## src/rtl/xorexpand_stream_if.sv

```systemverilog
// Seed-in / chunk-out handshake bundle for the streaming XOR-expand PRG.
// The slave modport is the generator's view, the master modport is the
// view of the block that feeds seeds and consumes chunks.
interface xorexpand_stream_if #(
   parameter int RNDSIZE = 16,
   parameter int OUT_W   = 8
);
   localparam int N      = RNDSIZE * (RNDSIZE - 1) / 2;
   localparam int NCHUNK = (N + OUT_W - 1) / OUT_W;
   localparam int CW     = (NCHUNK > 1) ? $clog2(NCHUNK) : 1;

   logic               in_valid;
   logic               in_ready;
   logic [RNDSIZE-1:0] in_seed;
   logic               rekey;
   logic               abort;
   logic               out_valid;
   logic               out_ready;
   logic [OUT_W-1:0]   out_data;
   logic               out_last;
   logic [CW-1:0]      out_idx;
   logic               busy;

   modport slave (
      input  in_valid, in_seed, rekey, abort, out_ready,
      output in_ready, out_valid, out_data, out_last, out_idx, busy
   );

   modport master (
      output in_valid, in_seed, rekey, abort, out_ready,
      input  in_ready, out_valid, out_data, out_last, out_idx, busy
   );
endinterface

```

## src/rtl/xorexpand_stream.sv

```systemverilog
// Streaming XOR-expand PRG: takes an RNDSIZE-bit seed r and emits every
// pairwise XOR r[i]^r[j] (i<j) as OUT_W-bit chunks with backpressure.
// Pair (i,j) lands on expansion bit k = i*RNDSIZE - i*(i+1)/2 + j - i - 1.
// Optional rekey on the last chunk reseeds from the low RNDSIZE bits of the
// current expansion and continues without a bubble.
module xorexpand_stream #(
   parameter int RNDSIZE = 16,
   parameter int OUT_W   = 8
) (
   input logic                  clk,
   input logic                  rst,
   xorexpand_stream_if.slave    bus
);
   localparam int N      = RNDSIZE * (RNDSIZE - 1) / 2;
   localparam int NCHUNK = (N + OUT_W - 1) / OUT_W;
   localparam int CW     = (NCHUNK > 1) ? $clog2(NCHUNK) : 1;
   localparam int PADW   = NCHUNK * OUT_W;

   typedef enum logic [0:0] {IDLE = 1'b0, STREAM = 1'b1} state_t;

   // Full pairwise-XOR expansion of a seed, in k order.
   function automatic logic [N-1:0] expand_seed(input logic [RNDSIZE-1:0] r);
      logic [N-1:0] e;
      int           k;
      e = '0;
      k = 0;
      for (int i = 0; i < RNDSIZE - 1; i++) begin
         for (int j = i + 1; j < RNDSIZE; j++) begin
            e[k] = r[i] ^ r[j];
            k    = k + 1;
         end
      end
      return e;
   endfunction

   // Seed for the next expansion when rekeying: low RNDSIZE expansion bits.
   function automatic logic [RNDSIZE-1:0] rekey_of(input logic [RNDSIZE-1:0] r);
      logic [N-1:0] e;
      e = expand_seed(r);
      return e[RNDSIZE-1:0];
   endfunction

   // Chunk c of the expansion; bits past N in the final chunk read as 0.
   function automatic logic [OUT_W-1:0] chunk_of(input logic [RNDSIZE-1:0] r,
                                                 input logic [CW-1:0]      c);
      logic [PADW-1:0]  pad;
      logic [OUT_W-1:0] d;
      pad        = '0;
      pad[N-1:0] = expand_seed(r);
      for (int b = 0; b < OUT_W; b++) begin
         d[b] = pad[int'(c) * OUT_W + b];
      end
      return d;
   endfunction

   state_t             state_r,  state_nx;
   logic [RNDSIZE-1:0] seed_r,   seed_nx;
   logic [CW-1:0]      cnt_r,    cnt_nx;
   logic               out_valid_r;
   logic [OUT_W-1:0]   out_data_r;
   logic               out_last_r;
   logic [CW-1:0]      out_idx_r;
   logic               busy_r;

   logic               in_ready_s;
   logic               in_hs_s;
   logic               out_hs_s;
   logic               last_s;
   logic [RNDSIZE-1:0] rekey_seed_s;

   // Handshake qualifiers; in_ready must drop in the same cycle as rst/abort.
   always_comb begin
      in_ready_s   = (state_r == IDLE) && !rst && !bus.abort;
      in_hs_s      = bus.in_valid && in_ready_s;
      out_hs_s     = out_valid_r && bus.out_ready;
      last_s       = (cnt_r == CW'(NCHUNK - 1));
      rekey_seed_s = rekey_of(seed_r);
   end

   // Next-state logic for the IDLE/STREAM controller, seed and chunk counter.
   always_comb begin
      state_nx = state_r;
      seed_nx  = seed_r;
      cnt_nx   = cnt_r;
      if (bus.abort) begin
         state_nx = IDLE;
         cnt_nx   = '0;
      end else begin
         case (state_r)
            IDLE: begin
               if (in_hs_s) begin
                  seed_nx  = bus.in_seed;
                  cnt_nx   = '0;
                  state_nx = STREAM;
               end else begin
                  state_nx = IDLE;
               end
            end
            STREAM: begin
               if (out_hs_s) begin
                  if (last_s) begin
                     cnt_nx = '0;
                     if (bus.rekey) begin
                        seed_nx  = rekey_seed_s;
                        state_nx = STREAM;
                     end else begin
                        state_nx = IDLE;
                     end
                  end else begin
                     cnt_nx = cnt_r + CW'(1);
                  end
               end else begin
                  state_nx = STREAM;
               end
            end
            default: begin
               state_nx = IDLE;
               cnt_nx   = '0;
            end
         endcase
      end
   end

   // State registers plus outputs registered from the next-state values.
   always_ff @(posedge clk) begin
      if (rst) begin
         state_r     <= IDLE;
         seed_r      <= '0;
         cnt_r       <= '0;
         out_valid_r <= 1'b0;
         out_data_r  <= '0;
         out_last_r  <= 1'b0;
         out_idx_r   <= '0;
         busy_r      <= 1'b0;
      end else begin
         state_r     <= state_nx;
         seed_r      <= seed_nx;
         cnt_r       <= cnt_nx;
         out_valid_r <= (state_nx == STREAM);
         out_data_r  <= (state_nx == STREAM) ? chunk_of(seed_nx, cnt_nx) : '0;
         out_last_r  <= (state_nx == STREAM) && (cnt_nx == CW'(NCHUNK - 1));
         out_idx_r   <= (state_nx == STREAM) ? cnt_nx : '0;
         busy_r      <= (state_nx != IDLE);
      end
   end

   assign bus.in_ready  = in_ready_s;
   assign bus.out_valid = out_valid_r;
   assign bus.out_data  = out_data_r;
   assign bus.out_last  = out_last_r;
   assign bus.out_idx   = out_idx_r;
   assign bus.busy      = busy_r;
endmodule

```

## src/flat_wrapper.sv

```systemverilog
// flat-port wrapper written by rule: the top's interface ports become plain ports
module xorexpand_stream_flat 
#(
   parameter int RNDSIZE = 16,
   parameter int OUT_W   = 8
)
  (clk, rst, bus_in_valid, bus_in_seed, bus_rekey, bus_abort, bus_out_ready, bus_in_ready, bus_out_valid, bus_out_data, bus_out_last, bus_out_idx, bus_busy);
  xorexpand_stream_if #(.RNDSIZE(RNDSIZE), .OUT_W(OUT_W)) bus_i ();
  input logic clk;
  input logic rst;
  input wire logic [$bits(bus_i.in_valid)-1:0] bus_in_valid;
  input wire logic [$bits(bus_i.in_seed)-1:0] bus_in_seed;
  input wire logic [$bits(bus_i.rekey)-1:0] bus_rekey;
  input wire logic [$bits(bus_i.abort)-1:0] bus_abort;
  input wire logic [$bits(bus_i.out_ready)-1:0] bus_out_ready;
  output wire logic [$bits(bus_i.in_ready)-1:0] bus_in_ready;
  output wire logic [$bits(bus_i.out_valid)-1:0] bus_out_valid;
  output wire logic [$bits(bus_i.out_data)-1:0] bus_out_data;
  output wire logic [$bits(bus_i.out_last)-1:0] bus_out_last;
  output wire logic [$bits(bus_i.out_idx)-1:0] bus_out_idx;
  output wire logic [$bits(bus_i.busy)-1:0] bus_busy;
  assign bus_i.in_valid = bus_in_valid;
  assign bus_i.in_seed = bus_in_seed;
  assign bus_i.rekey = bus_rekey;
  assign bus_i.abort = bus_abort;
  assign bus_i.out_ready = bus_out_ready;
  assign bus_in_ready = bus_i.in_ready;
  assign bus_out_valid = bus_i.out_valid;
  assign bus_out_data = bus_i.out_data;
  assign bus_out_last = bus_i.out_last;
  assign bus_out_idx = bus_i.out_idx;
  assign bus_busy = bus_i.busy;
  xorexpand_stream #(.RNDSIZE(RNDSIZE), .OUT_W(OUT_W)) u_core (.clk(clk), .rst(rst), .bus(bus_i));
endmodule
```

## config.mk

```make
export PLATFORM = sky130hd
export DESIGN_NAME = xorexpand_stream_flat
export DESIGN_NICKNAME = d
export VERILOG_FILES = /design/src/rtl/xorexpand_stream_if.sv /design/src/rtl/xorexpand_stream.sv /design/src/flat_wrapper.sv
export SDC_FILE = /design/constraint.sdc
export NUM_CORES = 1
export LEC_CHECK = 0
export BUFFER_PORTS_ARGS = -buffer_cell sky130_fd_sc_hd__buf_2
export CORE_ASPECT_RATIO = 2
export CORE_MARGIN = 3
export CORE_UTILIZATION = 50
export CTS_CLUSTER_DIAMETER = 120
export CTS_CLUSTER_SIZE = 28
export DETAILED_ROUTE_END_ITERATION = 8
export GPL_ROUTABILITY_DRIVEN = 0
export PLACE_DENSITY = 0.69
export SKIP_LAST_GASP = 1
export SYNTH_ARGS = -nofsm -noshare
export SYNTH_HDL_FRONTEND = slang
export SYNTH_SLANG_ARGS = --single-unit
```

## constraint.sdc

```tcl
create_clock -name clk -period 7.1 [get_ports clk]
set_input_delay 0.355 -clock clk [delete_from_list [all_inputs] [get_ports clk]]
set_output_delay 0.355 -clock clk [all_outputs]
set_load 0.01 [all_outputs]
```

==> run summary <==
outcome -> completed
reg-to-reg endpoint -> u_core.bus.out_data[1]
crit path DAT -> 3.82 ns
GR Overflow Total -> 0
reg2reg setup slack -> 3.42 ns
Post-synth EDFFs -> 0
Initial DRT Pass Iterations -> 5
unique cell type count in the Yosys netlist -> 72
yosys warns -> 0
Vias/cell -> 6.417
Hold Crit Endpoint -> u_core.seed_r[10]
H-tree depth -> 2
Leakage -> 0.001564 uW
Required @ worst endpoint -> 7.24 ns
largest area contributor in the netlist -> dfxtp_1
DRC errors left -> 0
Cell Rows -> 44
Tot Pwr -> 630.2 uW
area of the die -> 8780 um^2
setup tns final -> 0 ns
PortBufs -> 37
Iteration-0 DRC Markers -> 407
sequential area share after synthesis -> 17.84%
initial core utilization -> 52.12%
global-route usage over all layers -> 27.80%
post_cts resized -> 0
fraction of layout cells with a size suffix above 1 -> 15.50%
Post-DP Area -> 3913 um^2
worst min path class -> input pin to flop
gate count of the mapped netlist -> 483
post-synthesis async set-or-reset flop share -> 0%
Mapped Nets -> 507
CTS tree -> yes
crit path max fanout -> 33
R2R depth -> 9
mean post-synth cell area -> 7.901 um^2
Syn Std Cell Area -> 3816 um^2
worst hold stages -> 2
diode count -> 0
Max VDD drop -> 0.1126 mV
fin nets -> 507
post-route ant nets -> 0
most common cell in the synthesized netlist -> xnor2_1
Synth area leaders -> dfxtp_1, xnor2_1, xor2_1
vias in the first global route -> 3636
Top FF cell, synth -> dfxtp_1
Worst-Skew Late Latency -> 0.29 ns
post-route insts no fill -> 576
# hold bufs at CTS -> 0
Max Cap Viol -> 0
final period utilization -> 51.84%
Synth top cells by count -> xnor2_1, xor2_1, nor2_1
Relative slew margins -> 12.77%
pwr dens -> 154.4 nW/um^2
RSZ-0062 raised after global routing -> false
CORE AREA -> 7322 um^2
initial antenna violation count -> 0
largest net degree at the start of global routing -> 39
WL/cell -> 20.69 um
Worst-path clk slew -> 0.06 ns
min-delay src -> rst
Final Slew Violations -> 0
critical path class -> flop to flop
Num CTS Buffers -> 5
Via Count -> 3696
final hold viol count -> 0
setup violators final -> 0
Max Clock Freq -> 0.2717 GHz
Die Wd -> 67.78 um
worst-margin pin slew -> 1.308 ns
DP HPWL -> 8497 um
first-pass GRT wire length -> 18420 um
worst slack at placement -> 3.420 ns
Die Ht -> 129.6 um
R2R Path Start -> u_core.bus.busy
placed cells -> 568
P&R area growth vs syn -> 6.984%
number of synthesized register bits -> 34
Clock Tree Buf Depth -> 2
Clock Root Buffer -> clkbuf_16
total wire length -> 11920 um
I/O pins -> 38
Worst Setup Start Kind -> flop
CP endpoint kind -> flop
CTS sink count -> 34
top-area cell type share of the netlist area -> 17.84%
Final min period -> 3.681 ns
Post-CTS Setup Repair Bufs -> 0
final worst slack -> 3.419 ns
Worst Skew -> 0.005468 ns
fin area -> 4083 um^2
-- flip-flops by register name, summed over array words and instances (netlist names) --
| register | flops |
|---|---|
| u_core.bus.out_last | 1 |
| u_core.seed_r | 16 |
| u_core.bus.out_data | 8 |
| u_core.bus.out_idx | 4 |
| u_core.bus.busy | 1 |
| u_core.cnt_r | 4 |
-- per-layer routing --
layer	track usage, %	share of wire, %	vias to the layer above
met5	0	0	-
met4	23.09	6.5	0
met3	3.382	4.8	54
met2	46.87	51	161
met1	29.63	37	1752
li1	-	-	1729
-- cell usage in the layout (no fill, tap or decap), drive strengths merged, types with 3 or more instances in the layout --
master and n:
xnor2 55, xor2 54, buf 43, nor2 38, dfxtp 34, nand2 25, a21oi 19, nor3 18
nand3 17, mux2i 16, o211ai 15, nor2b 15, o21ai 15, inv 12, nand4 8, a221o 8
o221ai 8, a31oi 6, a22oi 6, o31ai 6, a211oi 6, clkbuf 5, a221oi 5, or3 4
o22ai 4, and3 3
-- metrics by stage --
stage / hold WS (ns) / util [%]
3_5_place_dp: 0.5698 / 53.43
3_3_place_gp: 0.5573 / 53.43
4_1_cts: 0.4995 / 55.76
5_1_grt: 0.5248 / 55.76
6_report: 0.4996 / 55.76
2_1_floorplan: 0.5381 / -
-- worst max path at each step --
stage / startpoint / endpoint / depth (start not counted)
after floorplan: u_core.cnt_r[0] / u_core.bus.out_data[0] / 11
after global placement: rst / u_core.bus.out_data[1] / 9
after detailed placement: rst / u_core.bus.out_data[1] / 9
after CTS: u_core.bus.busy / u_core.bus.out_data[1] / 9
after global routing: u_core.bus.busy / u_core.bus.out_data[0] / 9
final: u_core.bus.busy / u_core.bus.out_data[1] / 9
-- power by group --
part	internal, uW	leakage (uW)	switching, uW
combinational	70.8	0.00121	103
clock	165	0.0000760	89.6
sequential	195	0.000275	6.35
total	432	0.00156	199
-- worst max-delay path, stage by stage (launching register included) --
cell	delay (ns)
dfxtp_1	0.29
buf_4	0.23
nor4b_4	0.67
a21oi_4	0.14
a221oi_2	1.10
mux2i_4	0.27
xor2_1	0.23
mux2i_1	0.10
o21ai_1	0.30
o221ai_1	0.18
-- cells by family after synthesis --
group                    Yosys count  synth area share (%)
AO/OA/AOI/OAI                    120                 25.02
XOR/XNOR                         109                 25.02
adder cells (fa/ha/maj)            2                0.6556
buffers and inverters             62                 7.705
flip-flops                        34                 17.84
multiplexers                      16                 4.951
AND/OR/NAND/NOR                  140                 18.82
-- area by class of cell --
class                           count  area, um^2
Tap cell                           92       115.1
Inverter                           12       45.04
Fill cell                         737        3239
Timing Repair Buffer               43       230.2
Clock inverter                      3       45.04
Multi-Input combinational cell    387        2841
Clock buffer                        5       125.1
Sequential cell                    34       680.7
Note: power is estimated with default switching activity, not from simulation.
